$ cat src/rtl/pwm_rgb_mul_pkg.sv
`default_nettype none
// ============================================================================
// Module  : pwm_rgb_mul_pkg
// Brief   : Shared constants and helpers for the pwm_rgb pipelined multiplier.
// Rev     : 1.0  initial release
// ============================================================================
package pwm_rgb_mul_pkg;

    localparam int NUM_STAGE_MIN = 1;
    localparam int NUM_STAGE_MAX = 4;

    typedef enum logic {
        MUL_UNSIGNED = 1'b0,
        MUL_SIGNED   = 1'b1
    } mul_mode_e;

    function automatic int prod_width(input int w0, input int w1);
        return w0 + w1;
    endfunction

    // Bounds are returned in 64 bits; callers keep the low 'width' bits.
    function automatic logic [63:0] sat_max(input int width, input bit is_signed);
        logic [63:0] ones;
        ones = (64'd1 << width) - 64'd1;
        return is_signed ? (ones >> 1) : ones;
    endfunction

    function automatic logic [63:0] sat_min(input int width, input bit is_signed);
        return is_signed ? ~((64'd1 << (width - 1)) - 64'd1) : 64'd0;
    endfunction

endpackage
`default_nettype wire

$ cat src/rtl/pwm_rgb_mul_pipe_if.sv
`default_nettype none
// ============================================================================
// Module  : pwm_rgb_mul_pipe_if
// Brief   : Operand/result valid-ready bundle for pwm_rgb_mul_pipe.
// Rev     : 1.0  initial release
// ============================================================================
interface pwm_rgb_mul_pipe_if #(
    parameter int DIN0_WIDTH = 8,
    parameter int DIN1_WIDTH = 15,
    parameter int DOUT_WIDTH = 23
);
    logic                  in_valid;
    logic                  in_ready;
    logic [DIN0_WIDTH-1:0] din0;
    logic [DIN1_WIDTH-1:0] din1;
    logic                  out_valid;
    logic                  out_ready;
    logic [DOUT_WIDTH-1:0] dout;
    logic                  sat_flag;

    modport master (
        output in_valid, din0, din1, out_ready,
        input  in_ready, out_valid, dout, sat_flag
    );

    modport slave (
        input  in_valid, din0, din1, out_ready,
        output in_ready, out_valid, dout, sat_flag
    );
endinterface
`default_nettype wire

$ cat src/rtl/pwm_rgb_mul_sat.sv
`default_nettype none
// ============================================================================
// Module  : pwm_rgb_mul_sat
// Brief   : Reduces the full product to DOUT_WIDTH; saturates when
//           PWM_RGB_MUL_SAT_EN is defined, otherwise truncates.
// Rev     : 1.0  initial release
// ============================================================================
module pwm_rgb_mul_sat
    import pwm_rgb_mul_pkg::*;
#(
    parameter int P_WIDTH     = 23,
    parameter int DOUT_WIDTH  = 23,
    parameter int SIGNED_MODE = 0
) (
    input  wire logic [P_WIDTH-1:0]    prod,
    output logic      [DOUT_WIDTH-1:0] res,
    output logic                       sat
);
`ifdef PWM_RGB_MUL_SAT_EN
    if (DOUT_WIDTH < P_WIDTH) begin : g_sat
        localparam bit                IS_SIGNED = (SIGNED_MODE == int'(MUL_SIGNED));
        localparam logic [63:0]       C_MAX     = sat_max(DOUT_WIDTH, IS_SIGNED);
        localparam logic [63:0]       C_MIN     = sat_min(DOUT_WIDTH, IS_SIGNED);
        logic [P_WIDTH-DOUT_WIDTH-1:0] upper;
        logic                          ovf;

        assign upper = prod[P_WIDTH-1:DOUT_WIDTH];

        // Signed fit: every discarded bit must replicate the kept MSB.
        always_comb begin
            ovf = 1'b0;
            if (IS_SIGNED) begin
                ovf = (upper != {(P_WIDTH-DOUT_WIDTH){prod[DOUT_WIDTH-1]}});
            end else begin
                ovf = |upper;
            end
            res = prod[DOUT_WIDTH-1:0];
            if (ovf) begin
                res = (IS_SIGNED && prod[P_WIDTH-1]) ? C_MIN[DOUT_WIDTH-1:0]
                                                     : C_MAX[DOUT_WIDTH-1:0];
            end
            sat = ovf;
        end
    end else begin : g_full
        localparam int unused_mode = SIGNED_MODE;
        assign res = prod[DOUT_WIDTH-1:0];
        assign sat = 1'b0;
    end
`else
    localparam int unused_mode = SIGNED_MODE;
    logic unused_prod;
    assign unused_prod = ^prod;
    assign res = prod[DOUT_WIDTH-1:0];
    assign sat = 1'b0;
`endif
endmodule
`default_nettype wire

$ cat src/rtl/pwm_rgb_mul_pipe.sv
`default_nettype none
// ============================================================================
// Module  : pwm_rgb_mul_pipe
// Brief   : Pipelined brightness x scale multiplier with valid/ready stall.
//           Optional saturation: define PWM_RGB_MUL_SAT_EN.
// Rev     : 1.0  initial release
// ============================================================================
module pwm_rgb_mul_pipe
    import pwm_rgb_mul_pkg::*;
#(
    parameter int DIN0_WIDTH  = 8,
    parameter int DIN1_WIDTH  = 15,
    parameter int DOUT_WIDTH  = 23,
    parameter int NUM_STAGE   = 2,
    parameter int SIGNED_MODE = 0
) (
    input  wire logic          ap_clk,
    input  wire logic          ap_rst_n,
    pwm_rgb_mul_pipe_if.slave  bus
);
    localparam int P         = prod_width(DIN0_WIDTH, DIN1_WIDTH);
    localparam int STAGES    = (NUM_STAGE < NUM_STAGE_MIN) ? NUM_STAGE_MIN :
                               (NUM_STAGE > NUM_STAGE_MAX) ? NUM_STAGE_MAX : NUM_STAGE;
    localparam bit IS_SIGNED = (SIGNED_MODE == int'(MUL_SIGNED));

    logic                  adv;
    logic [STAGES-1:0]     vld_q, vld_d;
    logic [DIN0_WIDTH-1:0] a_q, a_d;
    logic [DIN1_WIDTH-1:0] b_q, b_d;
    logic [P-1:0]          a_ext, b_ext, prod;
    logic [DOUT_WIDTH-1:0] red;
    logic                  red_sat;

    // Single global enable: the whole pipe moves unless the output is blocked.
    assign adv           = bus.out_ready | ~bus.out_valid;
    assign bus.in_ready  = adv;
    assign bus.out_valid = vld_q[STAGES-1];

    always_comb begin
        vld_d = vld_q;
        a_d   = a_q;
        b_d   = b_q;
        if (adv) begin
            vld_d    = vld_q << 1;
            vld_d[0] = bus.in_valid;
            if (bus.in_valid) begin
                a_d = bus.din0;
                b_d = bus.din1;
            end
        end
    end

    always_ff @(posedge ap_clk or negedge ap_rst_n) begin
        if (!ap_rst_n) begin
            vld_q <= '0;
            a_q   <= '0;
            b_q   <= '0;
        end else begin
            vld_q <= vld_d;
            a_q   <= a_d;
            b_q   <= b_d;
        end
    end

    // Operands widened to P so the low P bits of the product are exact.
    always_comb begin
        if (IS_SIGNED) begin
            a_ext = {{(P-DIN0_WIDTH){a_q[DIN0_WIDTH-1]}}, a_q};
            b_ext = {{(P-DIN1_WIDTH){b_q[DIN1_WIDTH-1]}}, b_q};
        end else begin
            a_ext = P'(a_q);
            b_ext = P'(b_q);
        end
        prod = a_ext * b_ext;
    end

    pwm_rgb_mul_sat #(
        .P_WIDTH    (P),
        .DOUT_WIDTH (DOUT_WIDTH),
        .SIGNED_MODE(SIGNED_MODE)
    ) u_sat (
        .prod(prod),
        .res (red),
        .sat (red_sat)
    );

    if (STAGES == 1) begin : g_one
        assign bus.dout     = red;
        assign bus.sat_flag = red_sat;
    end else begin : g_multi
        logic [STAGES-1:1][DOUT_WIDTH-1:0] res_q, res_d;
        logic [STAGES-1:1]                 sat_q, sat_d;

        always_comb begin
            res_d = res_q;
            sat_d = sat_q;
            if (adv) begin
                res_d[1] = red;
                sat_d[1] = red_sat;
                for (int i = 2; i < STAGES; i++) begin
                    res_d[i] = res_q[i-1];
                    sat_d[i] = sat_q[i-1];
                end
            end
        end

        always_ff @(posedge ap_clk or negedge ap_rst_n) begin
            if (!ap_rst_n) begin
                res_q <= '0;
                sat_q <= '0;
            end else begin
                res_q <= res_d;
                sat_q <= sat_d;
            end
        end

        assign bus.dout     = res_q[STAGES-1];
        assign bus.sat_flag = sat_q[STAGES-1];
    end
endmodule
`default_nettype wire

$ cat src/flat_wrapper.sv
// flat-port wrapper written by rule: the top's interface ports become plain ports
module pwm_rgb_mul_pipe_flat import pwm_rgb_mul_pkg::*;
#(
    parameter int DIN0_WIDTH  = 8,
    parameter int DIN1_WIDTH  = 15,
    parameter int DOUT_WIDTH  = 23,
    parameter int NUM_STAGE   = 2,
    parameter int SIGNED_MODE = 0
)
  (ap_clk, ap_rst_n, bus_in_valid, bus_din0, bus_din1, bus_out_ready, bus_in_ready, bus_out_valid, bus_dout, bus_sat_flag);
  pwm_rgb_mul_pipe_if #(.DIN0_WIDTH(DIN0_WIDTH), .DIN1_WIDTH(DIN1_WIDTH), .DOUT_WIDTH(DOUT_WIDTH)) bus_i ();
  input  wire logic ap_clk;
  input  wire logic ap_rst_n;
  input wire logic [$bits(bus_i.in_valid)-1:0] bus_in_valid;
  input wire logic [$bits(bus_i.din0)-1:0] bus_din0;
  input wire logic [$bits(bus_i.din1)-1:0] bus_din1;
  input wire logic [$bits(bus_i.out_ready)-1:0] bus_out_ready;
  output wire logic [$bits(bus_i.in_ready)-1:0] bus_in_ready;
  output wire logic [$bits(bus_i.out_valid)-1:0] bus_out_valid;
  output wire logic [$bits(bus_i.dout)-1:0] bus_dout;
  output wire logic [$bits(bus_i.sat_flag)-1:0] bus_sat_flag;
  assign bus_i.in_valid = bus_in_valid;
  assign bus_i.din0 = bus_din0;
  assign bus_i.din1 = bus_din1;
  assign bus_i.out_ready = bus_out_ready;
  assign bus_in_ready = bus_i.in_ready;
  assign bus_out_valid = bus_i.out_valid;
  assign bus_dout = bus_i.dout;
  assign bus_sat_flag = bus_i.sat_flag;
  pwm_rgb_mul_pipe #(.DIN0_WIDTH(DIN0_WIDTH), .DIN1_WIDTH(DIN1_WIDTH), .DOUT_WIDTH(DOUT_WIDTH), .NUM_STAGE(NUM_STAGE), .SIGNED_MODE(SIGNED_MODE)) u_core (.ap_clk(ap_clk), .ap_rst_n(ap_rst_n), .bus(bus_i));
endmodule
$ cat config.mk
export PLATFORM = sky130hd
export DESIGN_NAME = pwm_rgb_mul_pipe_flat
export DESIGN_NICKNAME = d
export VERILOG_FILES = /design/src/rtl/pwm_rgb_mul_pkg.sv /design/src/rtl/pwm_rgb_mul_pipe_if.sv /design/src/rtl/pwm_rgb_mul_sat.sv /design/src/rtl/pwm_rgb_mul_pipe.sv /design/src/flat_wrapper.sv
export SDC_FILE = /design/constraint.sdc
export NUM_CORES = 1
export LEC_CHECK = 0
export ABC_AREA = 1
export BUFFER_PORTS_ARGS = -buffer_cell sky130_fd_sc_hd__buf_4
export CORE_ASPECT_RATIO = 1.1
export CORE_MARGIN = 10
export CORE_UTILIZATION = 60
export DETAILED_ROUTE_END_ITERATION = 10
export PLACE_DENSITY = 0.8
export REMOVE_ABC_BUFFERS = 1
export SKIP_LAST_GASP = 1
export SYNTH_ARGS = -nofsm -noshare
export SYNTH_HDL_FRONTEND = slang
export SYNTH_HIERARCHICAL = 1
export SYNTH_SLANG_ARGS = --single-unit
$ cat constraint.sdc
create_clock -name ap_clk -period 5.55 [get_ports ap_clk]
set_input_delay 1.11 -clock ap_clk [delete_from_list [all_inputs] [get_ports ap_clk]]
set_output_delay 1.11 -clock ap_clk [all_outputs]
set_load 0.01 [all_outputs]
### After elaboration in Yosys (flattened, before gate mapping)

Index checks and enable logic that the tools add are counted.

| storage, ports and cells | value |
|---|---|
| logic and storage cells | 8 |
| input bits | 27 |
| register bits after elaboration | 48 |

| cells by class | value |
|---|---|
| bitwise logic cells | 2 |
| reductions and logical operators | 1 |
| multipliers | 1 |

Operator list:

| cell | count |
|---|---|
| $mul A8 B15 Y23 | 1 |
| $reduce_and A2 Y1 | 1 |
| $not A1 Y1 | 1 |
| $or A1 B1 Y1 | 1 |

### Logic depth before layout (Yosys ltp)

| depth | value |
|---|---|
| depth in word-level cells | 3 |
| gate-level depth with buffers | 24 |
| gate-level depth less buffers | 22 |

### Modules after synthesis

The synthesis kept the hierarchy.

Modules (own cells, without submodules):

| module | instances | cells an instance | area an instance (sq um) |
|---|---|---|---|
| pwm_rgb_mul_pipe | 1 | 769 | 6133.4 |
| pwm_rgb_mul_sat | 1 | 25 | 183.9 |

### Worst setup path before layout

Ideal clock, no wire load.

| timing path | value |
|---|---|
| path kind | flip-flop to flip-flop |
| start point | register u_core.a_q[7] |
| end point | register u_core.g_multi.res_q, in the netlist u_core/bus.dout[21] |
| period minus slack after synthesis | 4440 ps |
| path slack | 1110 ps |
| required time | 5425 ps |
| arrival | 4315 ps |
| cell stages (with the launch flop) | 23 |
| setup time | 125 ps |
| cell sequence | dfrtp_1 -> clkbuf_1 -> nand2_1 -> fa_1 -> fa_1 -> inv_1 -> fa_1 -> inv_1 -> fa_1 -> inv_1 -> ha_1 -> nand2_1 -> inv_1 -> nand2_1 -> nand2_1 -> nand2_1 -> nand3_2 -> nand2_1 -> nand2_1 -> nand2_1 -> nand2_1 -> buf_4 -> mux2_2 |

| on the way | value |
|---|---|
| longest elaborated chain between the ends | 1 |

RTL lines:

| what | RTL line | RTL |
|---|---|---|
| from (decl) | pwm_rgb_mul_pipe.sv:28 | `logic [DIN0_WIDTH-1:0] a_q, a_d;` |
| from (signal assigned) | pwm_rgb_mul_pipe.sv:56 | `a_q <= '0;` |
| from (signal assigned) | pwm_rgb_mul_pipe.sv:60 | `a_q <= a_d;` |
| $mul A8 B15 Y23 | pwm_rgb_mul_pipe.sv:74 | `prod = a_ext * b_ext;` |
| net u_core.prod[21] | pwm_rgb_mul_pipe.sv:30 | `logic [P-1:0] a_ext, b_ext, prod;` |
| to (signal assigned) | pwm_rgb_mul_pipe.sv:112 | `res_q <= res_d;` |
| to (decl) | pwm_rgb_mul_pipe.sv:91 | `logic [STAGES-1:1][DOUT_WIDTH-1:0] res_q, res_d;` |

The timed path passes the listed nets, and every way through them passes these cells.
A chain may end at the register's enable or synchronous reset.

### Worst setup path after layout

Same ends and word-level chain as after synthesis.

==> impl_metrics.env <==
export IMPL_outcome="completed"
export IMPL_synth_seq_cells=49
export IMPL_critPathMostFrequentCell="nand2_1"
export IMPL_synth_area_per_cell_um2=7.956
export IMPL_clock_skew_ns=0.005884
export IMPL_avgViaCountPerCell=4.957
export IMPL_worstPathMaxFanout=16
export IMPL_cp_start_kind="flop"
export IMPL_start_util_pct=61.07
export IMPL_ys_flop_type="dfrtp_1"
export IMPL_grt_pass1_wl_um=23680
export IMPL_clk_pin_slew_ns=0.07
export IMPL_yosys_warnings=6
export IMPL_critPathKind="flop to flop"
export IMPL_synth_area_leader_cell="fa_1"
export IMPL_worst_path_buf_inv=4
export IMPL_cts_resized=0
export IMPL_htree_levels=2
export IMPL_worstPathRequired_ns=5.73
export IMPL_portBuffers=52
export IMPL_seq_area_frac_synth_pct=19.41
export IMPL_synth_top_cell_area_share_pct=24.72
export IMPL_worstHoldStart="u_core/vld_q[0]$_DFFE_PN0N_"
export IMPL_clockBufferDepth=2
export IMPL_cts_sink_count=49
export IMPL_post_synth_top_count_cell="inv_1"
export IMPL_cts_buffers=5
export IMPL_clk_latency_ns=0.30
export IMPL_hold_path_class="flop to flop"
export IMPL_totalWireLength_um=13210
export IMPL_die_h_um=127.6
export IMPL_synth_common_cells="inv_1, nand2_1, fa_1, dfrtp_1, mux2_2"
export IMPL_area_growth_pct=6.536
export IMPL_holdWs_ns=0.4525
export IMPL_hold_violations=0
export IMPL_syn_cell_area_um2=6317
export IMPL_fill_cells=898
export IMPL_slowest_delay_ns=0.75
export IMPL_holdPathStages=2
export IMPL_drv_slew=0
export IMPL_synth_cell_types=30
export IMPL_cp_top_family="adder cells"
export IMPL_synth_edf_count=0
export IMPL_r2r_cells=20
export IMPL_hold_buffers=0
export IMPL_io_pins=53
export IMPL_finalSetupViolCount=0
export IMPL_post_cts_buffers=0
export IMPL_grt_pass1_vias=5169
export IMPL_rsz0062_at_grt="no"
export IMPL_rows=39
export IMPL_rr_endpoint="u_core/bus.dout[21]$_DFFE_PN0N_"
export IMPL_synthSimpleGateAreaFrac_pct=17.33
export IMPL_dieArea_um2=15040
export IMPL_period_needed_ns=4.691
export IMPL_route_detailed_drc=0
export IMPL_min_to="u_core/vld_q[1]$_DFFE_PN0N_"
export IMPL_synthArstFlopShare_pct=100.0
export IMPL_tns_ns=0
export IMPL_die_x_um=117.8
export IMPL_rrSetupSlack_ns=0.86
export IMPL_r2r_start="u_core/a_q[7]$_DFFE_PN0P_"
export IMPL_cp_end_kind="flop"
export IMPL_cts_root_buf="clkbuf_16"
export IMPL_vias=4689
export IMPL_synth_compound_area_share_pct=1.802
export IMPL_post_route_period_util_pct=84.52
export IMPL_gp_routability_congestion=0.8883
export IMPL_wire_per_inst_um=13.97
export IMPL_grt_overflow=0
export IMPL_cts_tree="built"
export IMPL_drv_cap=0
export IMPL_firstDrtPassIters=4
export IMPL_synthXorXnorAreaFrac_pct=1.386
export IMPL_relSlewSlack_pct=55.28
export IMPL_crit_arrival_ns=4.87
export IMPL_synth_top_family_by_area="adder cells"
export IMPL_ant_nets=0
export IMPL_dpl_hpwl_um=10590
export IMPL_n_antenna_cell=0
export IMPL_tightestPinTransition_ns=0.6708
export IMPL_grt_start_max_net_pins=50
export IMPL_crit_chain="nand2_1 > fa_1 > fa_1 > inv_1 > fa_1 > inv_1 > fa_1 > inv_1 > ha_1 > nand2_1 > inv_1 > nand2_1 > nand2_1 > nand2_1 > nand3_2 > nand2_1 > nand2_1 > nand2_1 > nand2_1 > mux2_2"
export IMPL_antenna_found_initial=0
export IMPL_synth_adder_area_share_pct=33.23
export IMPL_layout_drive_gt1_share_pct=15.32
export IMPL_cp_slowest_cell="dfrtp_1"
export IMPL_fmax_mhz=213.2
export IMPL_nets=950
export IMPL_track_usage_pct=18.74
export IMPL_core_um2=10340
export IMPL_synth_area_mux_share_pct=8.378
export IMPL_synth_cells=794
export IMPL_first_iter_violations=291
export IMPL_netlist_top_cells_area="fa_1, dfrtp_1, inv_1, nand2_1, ha_1"
==> sequential cells by signal, indices dropped and copies added, names as in the netlist <==
signal / cells
u_core/a_q: 8
u_core/bus.sat_flag: 1
u_core/vld_q: 2
u_core/b_q: 15
u_core/bus.dout: 23
==> routing by layer <==
layer / up-vias / routed length, um / track usage [%]
met4: 0 / 342 / 5.822
met1: 2273 / 5335 / 21.51
met5: - / 0 / 0
met2: 119 / 6911 / 35.03
li1: 2267 / - / -
met3: 30 / 622 / 2.952
==> per-stage QoR <==
step / setup WS (ns) / cell area, um2 / util (%) / instances
floorplan: 1.365 / 6018 / - / 743
global placement: 0.9958 / 6588 / 63.68 / 938
detailed placement: 0.9207 / 6588 / 63.68 / 938
CTS: 0.8841 / 6730 / 65.06 / 946
global route: 0.5171 / 6730 / 65.06 / 946
finish: 0.8590 / 6730 / 65.06 / 946
==> cell type report <==
| cell class | instances | area, um2 | share of cell area (%) |
|---|---|---|---|
| clock buffer | 6 | 128.9 | 1.915 |
| inverter | 230 | 863.3 | 12.83 |
| sequential | 49 | 1226 | 18.22 |
| clock inverter | 2 | 13.76 | 0.2045 |
| tap | 143 | 178.9 | 2.658 |
| multi-input combinational | 464 | 3929 | 58.38 |
| timing repair buffer | 52 | 390.4 | 5.800 |
==> placed cells by master, fill, tap and decap left out, types with 5 or more instances in the layout <==
master,instances
inv_1,230
nand3_1,15
buf_4,52
a21oi_1,14
ha_1,43
nand2_2,5
clkbuf_16,5
xor2_1,7
fa_1,78
mux2_2,47
nand2_1,211
nor2_1,16
dfrtp_1,49
==> tightest hold or removal path, cell delays in order (launching register included) <==
cell     delay [ns]
dfrtp_1        0.32
inv_1          0.04
nand2_1        0.05
==> worst max path at each step <==
stage | startpoint | end | slack (ns) | cells past startpoint
finish | u_core/a_q[7]$_DFFE_PN0P_ | u_core/bus.dout[21]$_DFFE_PN0N_ | 0.86 | 20
CTS | u_core/a_q[7]$_DFFE_PN0P_ | u_core/bus.dout[17]$_DFFE_PN0N_ | 0.88 | 20
detailed placement | u_core/a_q[7]$_DFFE_PN0P_ | u_core/bus.dout[21]$_DFFE_PN0N_ | 0.92 | 20
global route | u_core/a_q[7]$_DFFE_PN0P_ | u_core/bus.dout[17]$_DFFE_PN0N_ | 0.52 | 20
global placement | u_core/a_q[7]$_DFFE_PN0P_ | u_core/bus.dout[17]$_DFFE_PN0N_ | 1.0 | 20
floorplan | u_core/a_q[7]$_DFFE_PN0P_ | u_core/bus.dout[21]$_DFFE_PN0N_ | 1.36 | 20
==> logic make-up (layout without fill, tap and decap cells) <==
logic type	Yosys count	after routing
buffers and inverters	281	290
AND/OR/NAND/NOR	264	264
adder cells (fa/ha/maj)	121	121
flip-flops	49	49
multiplexers	47	47
AO/OA/AOI/OAI	21	21
XOR/XNOR	10	10
other	1	1
Power is not shown: default switching activity piles up to over one toggle a cycle in this logic, so the estimate is an artifact.
